### config.mk
export PLATFORM = sky130hd
export DESIGN_NAME = vid_osd_text_engine
export DESIGN_NICKNAME = d
export VERILOG_FILES = /design/src/rtl/vid_osd_text_engine.sv
export SDC_FILE = /design/constraint.sdc
export NUM_CORES = 1
export LEC_CHECK = 0
export BUFFER_PORTS_ARGS = -buffer_cell sky130_fd_sc_hd__buf_2
export CAP_MARGIN = 40
export CORE_MARGIN = 2
export CORE_UTILIZATION = 55
export CTS_CLUSTER_DIAMETER = 120
export DETAILED_ROUTE_END_ITERATION = 10
export GPL_TIMING_DRIVEN = 0
export PLACE_DENSITY = 0.85
export SETUP_SLACK_MARGIN = 0.05
export SYNTH_ARGS = -nofsm -noshare
export SYNTH_HDL_FRONTEND = slang
export SYNTH_SLANG_ARGS = --single-unit
### constraint.sdc
create_clock -name i_clk -period 8.01 [get_ports i_clk]
set_input_delay 1.602 -clock i_clk [delete_from_list [all_inputs] [get_ports i_clk]]
set_output_delay 1.602 -clock i_clk [all_outputs]
set_load 0.005 [all_outputs]
### src/rtl/vid_osd_text_engine.sv
// vid_osd_text_engine
// Renders a COLS x ROWS character window at a programmable origin with per-axis
// pixel scaling and a blinking cursor. Text and font bytes are fetched through two
// read ports with fixed latency MEM_LAT. The result is registered L = 2*MEM_LAT+2
// pixel steps after the raster sample, and the timing inputs are delayed to match.
// The engine advances only on a pixel step (i_pc_ena == 0); i_reset acts on any clock.
//
// Ports:
//   i_clk, i_reset                  pixel clock, synchronous active-high reset
//   i_pc_ena                        pixel step strobe (step when zero)
//   i_hde/vde/hs/vs_in              raw video timing
//   i_win_x/y, i_scale_x/y          window origin and magnification minus one
//   i_cursor_ena/col/row            cursor control
//   o_text_addr / i_text_data       text RAM port (bit7 of data = attribute)
//   o_font_addr / i_font_data       font RAM port (bit7 of data = leftmost pixel)
//   o_osd_ena_out, o_osd_image      {attr, pixel ^ cursor, cursor} and window flag
//   o_hde/vde/hs/vs_out             timing delayed by L pixel steps
module vid_osd_text_engine #(
    parameter int unsigned COLS       = 32,
    parameter int unsigned ROWS       = 16,
    parameter int unsigned FONT_H     = 8,
    parameter int unsigned MEM_LAT    = 2,
    parameter logic [19:0] TEXT_BASE  = 20'h01000,
    parameter logic [19:0] FONT_BASE  = 20'h00800,
    parameter int unsigned BLINK_LOG2 = 4
) (
    input  logic        i_clk,
    input  logic        i_reset,
    input  logic [3:0]  i_pc_ena,
    input  logic        i_hde_in,
    input  logic        i_vde_in,
    input  logic        i_hs_in,
    input  logic        i_vs_in,
    input  logic [11:0] i_win_x,
    input  logic [11:0] i_win_y,
    input  logic [1:0]  i_scale_x,
    input  logic [1:0]  i_scale_y,
    input  logic        i_cursor_ena,
    input  logic [6:0]  i_cursor_col,
    input  logic [5:0]  i_cursor_row,
    output logic [19:0] o_text_addr,
    input  logic [7:0]  i_text_data,
    output logic [19:0] o_font_addr,
    input  logic [7:0]  i_font_data,
    output logic        o_osd_ena_out,
    output logic [2:0]  o_osd_image,
    output logic        o_hde_out,
    output logic        o_vde_out,
    output logic        o_hs_out,
    output logic        o_vs_out
);
    localparam int unsigned CXW   = $clog2(COLS);
    localparam int unsigned CYW   = $clog2(ROWS);
    localparam int unsigned GYW   = $clog2(FONT_H);
    localparam int unsigned L     = 2 * MEM_LAT + 2;
    localparam int unsigned SBD   = 2 * MEM_LAT + 1;
    localparam logic [12:0] WIN_W = 13'(COLS * 8);
    localparam logic [12:0] WIN_H = 13'(ROWS * FONT_H);

    // Per-pixel side band travelling alongside the memory fetches.
    typedef struct packed {
        logic           act;
        logic           cur;
        logic [2:0]     gx;
        logic [GYW-1:0] gy;
    } sb_t;

    logic            r_hde_prev, r_vs_prev, r_y_started;
    logic [11:0]     r_ras_x, r_ras_y;
    logic [11:0]     r_win_x, r_win_y;
    logic [1:0]      r_scale_x, r_scale_y;
    logic            r_cur_ena;
    logic [6:0]      r_cur_col;
    logic [5:0]      r_cur_row;
    logic [BLINK_LOG2-1:0] r_frame;
    logic [1:0]      r_sub_x, r_sub_y;
    logic [2:0]      r_gx;
    logic [GYW-1:0]  r_gy;
    logic [CXW-1:0]  r_cx;
    logic [CYW-1:0]  r_cy;
    logic [19:0]     r_text_addr, r_font_addr;
    sb_t             r_sb   [SBD];
    logic            r_attr [MEM_LAT+1];
    logic            r_pix;
    logic [3:0]      r_tim  [L];
    logic            r_osd_ena;
    logic [2:0]      r_osd_img;

    logic            w_step, w_hde_rise, w_vs_rise, w_y_started;
    logic [11:0]     w_x, w_y;
    logic [12:0]     w_x_end, w_y_end;
    logic            w_in_x, w_in_y, w_act, w_cur;
    logic [1:0]      w_sub_x, w_sub_y;
    logic [2:0]      w_gx;
    logic [GYW-1:0]  w_gy;
    logic [CXW-1:0]  w_cx;
    logic [CYW-1:0]  w_cy;
    sb_t             w_sb_new;

    assign w_step     = (i_pc_ena == 4'd0);
    assign w_hde_rise = i_hde_in & ~r_hde_prev;
    assign w_vs_rise  = i_vs_in & ~r_vs_prev;

    always_comb begin
        // Raster position of the current sample.
        w_x = w_hde_rise ? 12'd0 : ((r_ras_x == 12'hFFF) ? r_ras_x : r_ras_x + 12'd1);
        w_y         = r_ras_y;
        w_y_started = r_y_started;
        if (!i_vde_in) begin
            w_y         = 12'd0;
            w_y_started = 1'b0;
        end else if (w_hde_rise) begin
            // The first line of the frame is line 0; every later line rise counts up.
            w_y         = !r_y_started ? 12'd0 : ((r_ras_y == 12'hFFF) ? r_ras_y : r_ras_y + 12'd1);
            w_y_started = 1'b1;
        end

        w_x_end = {1'b0, r_win_x} + WIN_W * (13'(r_scale_x) + 13'd1);
        w_y_end = {1'b0, r_win_y} + WIN_H * (13'(r_scale_y) + 13'd1);
        w_in_x  = ({1'b0, w_x} >= {1'b0, r_win_x}) && ({1'b0, w_x} < w_x_end);
        w_in_y  = ({1'b0, w_y} >= {1'b0, r_win_y}) && ({1'b0, w_y} < w_y_end);
        // Gating by hde/vde clips a window that runs past the active area.
        w_act   = i_hde_in & i_vde_in & w_in_x & w_in_y;

        w_sub_x = r_sub_x;
        w_gx    = r_gx;
        w_cx    = r_cx;
        if (w_x == r_win_x) begin
            w_sub_x = 2'd0;
            w_gx    = 3'd0;
            w_cx    = '0;
        end else if (w_act) begin
            if (w_sub_x == r_scale_x) begin
                w_sub_x = 2'd0;
                if (w_gx == 3'd7) begin
                    w_gx = 3'd0;
                    w_cx = w_cx + CXW'(1);
                end else begin
                    w_gx = w_gx + 3'd1;
                end
            end else begin
                w_sub_x = w_sub_x + 2'd1;
            end
        end

        w_sub_y = r_sub_y;
        w_gy    = r_gy;
        w_cy    = r_cy;
        if (w_hde_rise) begin
            if (w_y == r_win_y) begin
                w_sub_y = 2'd0;
                w_gy    = '0;
                w_cy    = '0;
            end else if (w_in_y && i_vde_in) begin
                if (w_sub_y == r_scale_y) begin
                    w_sub_y = 2'd0;
                    if (w_gy == GYW'(FONT_H - 1)) begin
                        w_gy = '0;
                        w_cy = w_cy + CYW'(1);
                    end else begin
                        w_gy = w_gy + GYW'(1);
                    end
                end else begin
                    w_sub_y = w_sub_y + 2'd1;
                end
            end
        end

        w_cur = r_cur_ena & ~r_frame[BLINK_LOG2-1] &
                (7'(w_cx) == r_cur_col) & (6'(w_cy) == r_cur_row);
        w_sb_new.act = w_act;
        w_sb_new.cur = w_cur;
        w_sb_new.gx  = w_gx;
        w_sb_new.gy  = w_gy;
    end

    always_ff @(posedge i_clk) begin
        if (i_reset) begin
            r_hde_prev  <= 1'b0;
            r_vs_prev   <= 1'b0;
            r_y_started <= 1'b0;
            r_ras_x     <= '0;
            r_ras_y     <= '0;
            r_win_x     <= '0;
            r_win_y     <= '0;
            r_scale_x   <= '0;
            r_scale_y   <= '0;
            r_cur_ena   <= 1'b0;
            r_cur_col   <= '0;
            r_cur_row   <= '0;
            r_frame     <= '0;
            r_sub_x     <= '0;
            r_sub_y     <= '0;
            r_gx        <= '0;
            r_gy        <= '0;
            r_cx        <= '0;
            r_cy        <= '0;
            r_text_addr <= '0;
            r_font_addr <= '0;
            r_pix       <= 1'b0;
            r_osd_ena   <= 1'b0;
            r_osd_img   <= '0;
            for (int i = 0; i < SBD; i++) r_sb[i] <= '0;
            for (int i = 0; i <= MEM_LAT; i++) r_attr[i] <= 1'b0;
            for (int i = 0; i < L; i++) r_tim[i] <= '0;
        end else if (w_step) begin
            r_hde_prev  <= i_hde_in;
            r_vs_prev   <= i_vs_in;
            r_y_started <= w_y_started;
            r_ras_x     <= w_x;
            r_ras_y     <= w_y;
            if (w_vs_rise) begin
                r_win_x   <= i_win_x;
                r_win_y   <= i_win_y;
                r_scale_x <= i_scale_x;
                r_scale_y <= i_scale_y;
                r_cur_ena <= i_cursor_ena;
                r_cur_col <= i_cursor_col;
                r_cur_row <= i_cursor_row;
                r_frame   <= r_frame + BLINK_LOG2'(1);
            end
            r_sub_x <= w_sub_x;
            r_sub_y <= w_sub_y;
            r_gx    <= w_gx;
            r_gy    <= w_gy;
            r_cx    <= w_cx;
            r_cy    <= w_cy;
            // Power-of-two geometry turns the address products into concatenations.
            r_text_addr <= TEXT_BASE + 20'({w_cy, w_cx});
            r_font_addr <= FONT_BASE + 20'({i_text_data[6:0], r_sb[MEM_LAT-1].gy});
            r_attr[0]   <= i_text_data[7];
            for (int i = 1; i <= MEM_LAT; i++) r_attr[i] <= r_attr[i-1];
            r_sb[0] <= w_sb_new;
            for (int i = 1; i < SBD; i++) r_sb[i] <= r_sb[i-1];
            r_pix <= i_font_data[~r_sb[2*MEM_LAT-1].gx];
            r_osd_ena <= r_sb[2*MEM_LAT].act;
            r_osd_img <= r_sb[2*MEM_LAT].act ?
                         {r_attr[MEM_LAT], r_pix ^ r_sb[2*MEM_LAT].cur, r_sb[2*MEM_LAT].cur} :
                         3'b000;
            r_tim[0] <= {i_hde_in, i_vde_in, i_hs_in, i_vs_in};
            for (int i = 1; i < L; i++) r_tim[i] <= r_tim[i-1];
        end
    end

    assign o_text_addr   = r_text_addr;
    assign o_font_addr   = r_font_addr;
    assign o_osd_ena_out = r_osd_ena;
    assign o_osd_image   = r_osd_img;
    assign o_hde_out     = r_tim[L-1][3];
    assign o_vde_out     = r_tim[L-1][2];
    assign o_hs_out      = r_tim[L-1][1];
    assign o_vs_out      = r_tim[L-1][0];
endmodule
==> results of run 1 <==
## power by group
group	switching [mW]	total, mW	internal [mW]
registers	0.00709	0.878	0.871
clock network	0.349	0.813	0.464
logic	0.0792	0.125	0.0458
## stage by stage
| step | instances | worst slack, ns | power [mW] | area (um2) | utilization |
|---|---|---|---|---|---|
| after floorplan | 1025 | 2.87 | 0.971 | 8750 | - |
| after global placement | 1332 | 1.72 | 1.02 | 9490 | 0.620 |
| after detailed placement | 1333 | 1.62 | 1.02 | 9510 | 0.621 |
| after CTS | 1365 | 2.07 | 1.82 | 10100 | 0.659 |
| after global routing | 1365 | 1.57 | 1.87 | 10100 | 0.659 |
| final | 1365 | 1.95 | 1.82 | 10100 | 0.659 |
## state kept, by name, indices dropped and copies added (netlist names), 4 cells and up
name and cells:
r_ras_x 12, r_sb 28, r_win_x 12, r_cur_col 7
r_cur_row 6, r_tim 24, r_win_y 12, r_cx 4
o_font_addr 11, r_frame 4, r_ras_y 12
## worst reg2reg max path, cell delays in order, from the launching register on
cell                       delay (ns)
sky130_fd_sc_hd__dfxtp_1         0.31
sky130_fd_sc_hd__clkbuf_1        0.30
sky130_fd_sc_hd__and4_1          0.30
sky130_fd_sc_hd__nand4_1         0.20
sky130_fd_sc_hd__nor2_1          0.24
sky130_fd_sc_hd__and3_1          0.18
sky130_fd_sc_hd__clkbuf_1        0.22
sky130_fd_sc_hd__nand4b_1        0.36
sky130_fd_sc_hd__nor2_1          0.12
sky130_fd_sc_hd__xnor2_1         0.17
sky130_fd_sc_hd__nor2_1          0.09
sky130_fd_sc_hd__ha_1            0.32
sky130_fd_sc_hd__nand4_1         0.15
sky130_fd_sc_hd__nor3_1          0.67
sky130_fd_sc_hd__o311ai_0        0.24
sky130_fd_sc_hd__o22ai_1         0.43
sky130_fd_sc_hd__nand4_2         0.38
sky130_fd_sc_hd__mux2i_1         0.26
sky130_fd_sc_hd__o21ai_0         0.11
sky130_fd_sc_hd__and4_1          0.21
sky130_fd_sc_hd__o2111a_1        0.13
## area by class of cell
class,count,area (um2)
clock inverter,11,114
fill,1262,5220
inverter,42,158
multi-input combinational,752,4430
sequential,163,3810
tap,211,264
buffer,68,345
clock buffer,21,473
timing repair buffer,97,500
## synth_stat cells (all sizes together), types with 5 or more instances
cell type / instances / area [um2]
dfxtp: 108 / 2160
a211oi: 5 / 42.5
mux2i: 13 / 130
edfxtp: 55 / 1650
nand3: 23 / 120
a31oi: 5 / 31.3
nand4: 19 / 131
inv: 42 / 158
nor2b: 8 / 50.1
clkbuf: 40 / 150
xor2: 15 / 131
a21oi: 115 / 579
nor2: 84 / 318
nand2b: 7 / 43.8
nand2: 181 / 679
xnor2: 15 / 131
buf: 28 / 195
and2: 49 / 307
or3: 9 / 56.3
nor4: 11 / 75.1
o21ai: 32 / 160
o211ai: 5 / 37.5
and3: 7 / 48.8
nor3: 16 / 80.1
ha: 48 / 601
a21o: 12 / 90.1
## path summary, 6_finish.rpt
check / endpoint / slack, ns / cells after the start
min: o_osd_image[2] / 0.45 / 2
max reg2reg: r_sb[0][6] / 2.39 / 20
max: r_sb[0][6] / 1.95 / 15
min reg2reg: o_osd_image[2] / 0.45 / 2
## metal layers
metal | GRT usage | up-vias
met4 | 0.0923 | 0
li1 | - | 3752
met5 | 0 | -
met3 | 0.0582 | 49
met1 | 0.327 | 3486
met2 | 0.423 | 278
## cell families after synthesis
family / after synthesis / share of synthesized area
and+or+nand+nor: 431 / 0.237
AOI/OAI and AO/OA: 206 / 0.140
DFF: 163 / 0.439
buffers and inverters: 110 / 0.0579
adders and majority gates: 50 / 0.0738
xor gates and xnor gates: 30 / 0.0303
muxes: 16 / 0.0215
other: 1 / 0.000432
==> flow_summary.rst, run 1 <==
.. list-table::
   :header-rows: 1

   * - Metric
     - Value
   * - Number of core rows
     - 45
   * - Hold-fix buffers at CTS
     - 0
   * - Clock-pin transition on the worst setup and hold timing paths
     - 0.07 ns
   * - Die outline area
     - 16,800 um2
   * - Global-route wire length before repair
     - roughly 34,000 um
   * - First-pass DRT Iterations
     - 6
   * - Share of synthesized flip-flops with an asynchronous set or reset
     - 0
   * - Flip-flop cell with the highest count after synthesis
     - sky130_fd_sc_hd__dfxtp_1
   * - Worst-path cell with the longest stage delay
     - sky130_fd_sc_hd__nor3_1
   * - Shortest period the worst path allows
     - 6.06 ns
   * - Crit Path Category
     - input pin to flip-flop
   * - Leading cell type in the layout, fill and taps excluded
     - sky130_fd_sc_hd__nand2_1
   * - CP startpoint
     - i_hde_in
   * - Hold slack final
     - between 0.4 and 0.5 ns
   * - CTS resizes
     - 0
   * - Buffers inserted during post-CTS setup optimization
     - 0
   * - Final layout net count
     - about 1.3k
   * - Number of diodes
     - 0
   * - Number of CTS-inserted buffers
     - 17
   * - Core Area
     - around 15,000 um2
   * - Via count
     - ~7.6k
   * - PwrDens
     - ~180 nW/um2
   * - RSZ-0062 raised after global routing
     - no
   * - Antenna-violating nets left
     - 0
   * - Final number of max-transition violations
     - 0
   * - Leakage power figure
     - between 4 and 5 nW
   * - Beginning of the worst register-to-register path
     - r_ras_x[3]
   * - Synth warn
     - 0
   * - Status
     - finished, final reports clean
   * - Initial Utilization
     - 0.567
   * - Topmost layer with routed signal wires
     - met4
   * - Buffer depth of the longest clock path
     - 2
   * - Type of element capturing the critical path
     - flip-flop
   * - Cells after Synth
     - a little over 1k
   * - Worst hold start
     - o_osd_image[2]
   * - Remaining max-slew budget at the tightest pin
     - 0.429
   * - Post-route setup TNS
     - 0 ns
   * - Largest incremental delay on the critical path
     - about 0.66 ns
   * - Worst hold path class
     - flip-flop to flip-flop
   * - Vertical extent of the die
     - 130 um
   * - CP Launch Type
     - input pin
   * - Number of violations reported at the end of detailed-routing iteration 0
     - 671
   * - GRT Util Overall
     - 0.255
   * - WL per Instance
     - approximately 15 um
   * - Worst Path Arrival
     - between 6 and 7 ns
   * - I/O pins
     - about 120
   * - Number of clock sinks
     - about 160
   * - Clock Root Buffer
     - sky130_fd_sc_hd__clkbuf_16
   * - Maximum number of pins on one net before global-route repair
     - 35
   * - Number of antenna violations at the first check in global routing
     - 0
   * - Width of the die
     - 130 um
   * - Buffers on Ports
     - 96
   * - Number of hold-slack violations in the final timing report
     - 0
   * - Number of synthesized flops with an enable pin
     - between 50 and 60
   * - Worst-margin pin slew
     - approximately 0.83 ns
   * - Leading cell types in the layout, fill and taps excluded
     - 181 x sky130_fd_sc_hd__nand2_1, 114 x sky130_fd_sc_hd__a21oi_1, 108 x sky130_fd_sc_hd__dfxtp_1
   * - Area Growth Syn to Fin
     - 16.3%
   * - WP data required
     - 8.20 ns
   * - Maximum clock skew at final layout
     - between 0.008 and 0.009 ns
   * - Share of synthesized area occupied by flip-flops and latches
     - 0.439
   * - Number of maximum-capacitance constraint violations
     - 0
   * - Synthesized area per cell
     - around 8.6 um2
   * - Cell breakdown of the critical path
     - buf_2 -> nor2b_1 -> clkbuf_1 -> buf_1 -> nor2_1 -> ha_1 -> nand4_1 -> nor3_1 -> o311ai_0 -> o22ai_1 -> nand4_2 -> mux2i_1 -> o21ai_0 -> and4_1 -> o2111a_1
   * - Critical path buffers and inverters
     - 3
   * - Count of cell types in the netlist
     - 67
   * - Post-detail-place hpwl
     - roughly 15,000 um
   * - Post-detailed-route DRC marker count
     - 0
   * - Yosys reg bits
     - 163
   * - Delay-heaviest family, CP
     - simple AND/OR/NAND/NOR gates
   * - Met3 wire len
     - ~1600 um
   * - Global-route congestion overflow total
     - 0
   * - Timing-limited maximum frequency
     - 0.165 GHz
   * - Share of final-layout standard cells stronger than drive strength 1
     - 0.145
   * - Final worst-path cycle share
     - 0.756
   * - Syn Std Cell Area
     - around 8700 um2
   * - Number of vias per cell
     - about 5.5
   * - Via count of the first global-routing pass
     - 7,000
   * - Level count of the clock H-tree
     - 4
   * - RD Place Congestion
     - roughly 0.94
   * - Final routed wirelength across all metal layers
     - between 20,000 and 25,000 um
   * - Clk Latency, worst-skew pair
     - ~0.44 ns
   * - Met2 wirelength from detailed routing
     - ~9800 um
   * - CP Max Fanout
     - 10
   * - Setup Viol. Count Final
     - 0
   * - Met1 Routed Length
     - just under 9000 um
   * - IR drop worst, VDD
     - approximately 0.15 mV
   * - Clock tree from TritonCTS
     - done
No activity file was read; power rests on OpenSTA's default activity.
==> run 2, diff against run 1 <==
--- a/config.mk
+++ b/config.mk
@@ -5,10 +5,11 @@
 export SDC_FILE = /design/constraint.sdc
 export NUM_CORES = 1
 export LEC_CHECK = 0
+export ABC_AREA = 1
 export BUFFER_PORTS_ARGS = -buffer_cell sky130_fd_sc_hd__buf_2
 export CAP_MARGIN = 40
 export CORE_MARGIN = 2
-export CORE_UTILIZATION = 55
+export CORE_UTILIZATION = 53
 export CTS_CLUSTER_DIAMETER = 120
 export DETAILED_ROUTE_END_ITERATION = 10
 export GPL_TIMING_DRIVEN = 0
==> constraint.sdc (replaced) <==
create_clock -name i_clk -period 4.9 [get_ports i_clk]
set_input_delay 0.98 -clock i_clk [delete_from_list [all_inputs] [get_ports i_clk]]
set_output_delay 0.98 -clock i_clk [all_outputs]
set_load 0.005 [all_outputs]
==> flow_summary.rst, run 2 <==
.. list-table::
   :header-rows: 1

   * - Metric
     - Value
   * - Clock Root Buffer
     - sky130_fd_sc_hd__clkbuf_16
   * - Final routed wirelength across all metal layers
     - 21,600 um
   * - Final number of max-transition violations
     - 0
   * - Level count of the clock H-tree
     - 4
   * - CP Launch Type
     - flip-flop
   * - Number of violations reported at the end of detailed-routing iteration 0
     - 660
   * - Power Total
     - between 3 and 4 mW
   * - CTS resizes
     - 0
   * - Sequential standard cell area
     - between 3000 and 4000 um2
   * - Worst Path Arrival
     - 4.58 ns
   * - Clk Latency, worst-skew pair
     - roughly 0.44 ns
   * - Post-detail-place hpwl
     - about 15,000 um
   * - Timing-limited maximum frequency
     - around 0.23 GHz
   * - Initial Utilization
     - 0.535
   * - Share of synthesized flip-flops with an asynchronous set or reset
     - 0
   * - WP data required
     - slightly above 5 ns
   * - Critical path buffers and inverters
     - 5
   * - Width of the die
     - about 130 um
   * - Leading cell type in the layout, fill and taps excluded
     - sky130_fd_sc_hd__inv_1
   * - Number of antenna violations at the first check in global routing
     - 0
   * - Global-route congestion overflow total
     - 0
   * - Final worst-path cycle share
     - 0.894
   * - Register-to-register setup slack
     - 0.52 ns
   * - Number of clock sinks
     - roughly 160
   * - IR drop worst, VDD
     - just over 0.3 mV
   * - Maximum number of pins on one net before global-route repair
     - 43
   * - Final layout net count
     - 1,357
   * - Cell type with the highest aggregate area in the netlist
     - sky130_fd_sc_hd__dfxtp_1
   * - Number of hold-slack violations in the final timing report
     - 0
   * - Worst hold path class
     - flip-flop to flip-flop
   * - Number of synthesized flops with an enable pin
     - 55
   * - Type of element capturing the critical path
     - flip-flop
   * - Via count
     - 7,852
   * - Via count of the first global-routing pass
     - 7,581
   * - Share of synthesized area occupied by flip-flops and latches
     - 0.435
   * - Vertical extent of the die
     - 133 um
   * - Area Growth Syn to Fin
     - 16.8%
   * - Shortest period the worst path allows
     - between 4 and 5 ns
   * - Clock-pin transition on the worst setup and hold timing paths
     - around 0.070 ns
   * - Number of diodes
     - 0
   * - Synthesized area per cell
     - 7.95 um2
   * - CP startpoint
     - r_ras_x[1]
   * - PwrDens
     - 307 nW/um2
   * - Yosys reg bits
     - approximately 160
   * - Delay-heaviest family, CP
     - simple AND/OR/NAND/NOR gates
   * - Core Area
     - approximately 16,000 um2
   * - Hold-fix buffers at CTS
     - 0
   * - Register with the highest flop count
     - r_sb
   * - Post-Route Utilization
     - 0.625
   * - RD Place Congestion
     - about 0.9
   * - Antenna-violating nets left
     - 0
   * - Global-route wire length before repair
     - 35,300 um
   * - Buffer depth of the longest clock path
     - 2
   * - Buffers on Ports
     - 96
   * - Beginning of the worst register-to-register path
     - r_ras_x[1]
   * - RSZ-0062 raised after global routing
     - no
   * - GRT Util Overall
     - 0.250
   * - Number of fill cells in the layout
     - 1,303
   * - WL per Instance
     - 14.7 um
   * - Worst Reg2Reg Path Length in Cells
     - 28
   * - Leading cell types in the layout, fill and taps excluded
     - 191 x sky130_fd_sc_hd__inv_1, 174 x sky130_fd_sc_hd__nand2_1, 115 x sky130_fd_sc_hd__nor2_1
   * - Status
     - finished, final reports clean
   * - Leakage power figure
     - roughly 4.7 nW
   * - Flip-flop cell with the highest count after synthesis
     - sky130_fd_sc_hd__dfxtp_1
   * - First-pass DRT Iterations
     - 5
   * - Area share of the largest cell type after synthesis
     - 0.246
   * - Logic depth of the worst setup path including buffers
     - 28
   * - Most frequent cell after synthesis
     - sky130_fd_sc_hd__inv_1
   * - Share of final-layout standard cells stronger than drive strength 1
     - 0.154
   * - Maximum clock skew at final layout
     - ~0.0080 ns
   * - Worst-path cell with the longest stage delay
     - sky130_fd_sc_hd__dfxtp_1
   * - Number of CTS-inserted buffers
     - 17
   * - I/O pins
     - around 120
   * - RR Endpoint
     - r_sb[0][6]
   * - Largest incremental delay on the critical path
     - roughly 0.42 ns
   * - Leading registers by flop count
     - r_sb (28), r_tim (24)
   * - Number of vias per cell
     - ~5.3
   * - Cells after Synth
     - between 1k and 1.5k
   * - Remaining max-slew budget at the tightest pin
     - 0.448
   * - Syn Std Cell Area
     - 8770 um2
   * - Synth warn
     - 0
   * - Crit Path Category
     - flip-flop to flip-flop
   * - Die outline area
     - 17,600 um2
   * - Buffers inserted during post-CTS setup optimization
     - 0
   * - Number of flip-flops under the largest register name
     - 28
   * - Clock tree from TritonCTS
     - done
   * - Area taken by multi-input logic gates
     - ~4000 um2
   * - CP Max Fanout
     - 8
   * - Top cells by area in the synthesized netlist
     - sky130_fd_sc_hd__dfxtp_1 25%, sky130_fd_sc_hd__edfxtp_1 19%, sky130_fd_sc_hd__inv_1 8.2%, sky130_fd_sc_hd__nand2_1 7.4%, sky130_fd_sc_hd__ha_1 6.8%
   * - Number of core rows
     - 47
   * - Setup Viol. Count Final
     - 0
   * - Library cell appearing most often on the critical path
     - sky130_fd_sc_hd__nand2_1
   * - Count of cell types in the netlist
     - 50
   * - Critical Path Sink
     - r_sb[0][6]
   * - Number of maximum-capacitance constraint violations
     - 0
   * - Most common library cells after synthesis
     - 191 x sky130_fd_sc_hd__inv_1, 174 x sky130_fd_sc_hd__nand2_1, 115 x sky130_fd_sc_hd__nor2_1
   * - Worst-margin pin slew
     - 0.822 ns
   * - Post-detailed-route DRC marker count
     - 0
## run 2: changes by cell type in the layout (fill, tap and decap cells not counted), moves of 12 or more
cell	before	now
sky130_fd_sc_hd__inv_1	41	191
sky130_fd_sc_hd__o21ai_0	31	92
sky130_fd_sc_hd__a21oi_1	114	63
sky130_fd_sc_hd__and2_1	49	0
sky130_fd_sc_hd__nor2_1	83	115
sky130_fd_sc_hd__o22ai_1	2	22
sky130_fd_sc_hd__nand3_1	22	39
sky130_fd_sc_hd__clkbuf_1	41	26
sky130_fd_sc_hd__a22o_1	0	12
## run 2: logic make-up after synthesis
family / synth area share
DFF: 0.435
adders and majority gates: 0.0730
muxes: 0.00342
xor gates and xnor gates: 0.0170
AOI/OAI and AO/OA: 0.146
and+or+nand+nor: 0.206
other: 0.000427
buffers and inverters: 0.119
## run 2: worst register-to-register path, delay by kind of cell, from the launching register on
family / cells / cell delay, ns
adder cells (fa/ha/maj): 2 / 0.49
buffers and inverters: 5 / 0.45
flip-flops: 1 / 0.42
AND/OR/NAND/NOR: 21 / 2.81
## run 2: worst min-delay path by stage
stage             startpoint             end  slack, ns  cells past startpoint
5_1_grt           r_sb[0][8]  o_font_addr[0]       0.47                      1
2_1_floorplan      r_vs_prev       r_vs_prev       0.43                      2
4_1_cts          r_sb[0][10]  o_font_addr[2]       0.46                      1
3_3_place_gp   o_osd_ena_out   o_osd_ena_out       0.44                      2
6_report          r_sb[0][8]  o_font_addr[0]       0.46                      1
3_5_place_dp     r_sb[0][10]  o_font_addr[2]       0.44                      1
## run 2: metrics by stage
stage	setup TNS [ns]	hold WS, ns	worst slack (ns)	cell area, um2	cells
CTS	0	0.456	0.573	10200	1472
global route	0	0.472	0.156	10200	1472
floorplan	0	0.430	1.09	8840	1122
finish	0	0.456	0.521	10200	1472
global placement	-30.41	0.437	-0.489	9600	1438
detailed placement	0	0.441	0.361	9620	1440
## run 2: power by group
| part | internal, mW | switching [mW] |
|---|---|---|
| clock network | 0.793 | 0.595 |
| logic | 0.110 | 0.205 |
| registers | 1.43 | 0.0154 |
## run 2: final cells by class
class,instances,area share
plain buffers,55,0.0299
clock buffers,20,0.0477
clock inverters,12,0.0131
inverters,195,0.0717
multi-input cells,709,0.389
flip-flops and latches,163,0.372
well taps,220,0.0269
repair buffers,98,0.0496
## run 2: metal layers
metal,routed length [um],vias to the layer above,GRT usage
li1,-,3869,-
met1,8680,3622,0.296
met2,10800,312,0.438
met3,1530,49,0.0487
met4,632,0,0.118
met5,0,-,0
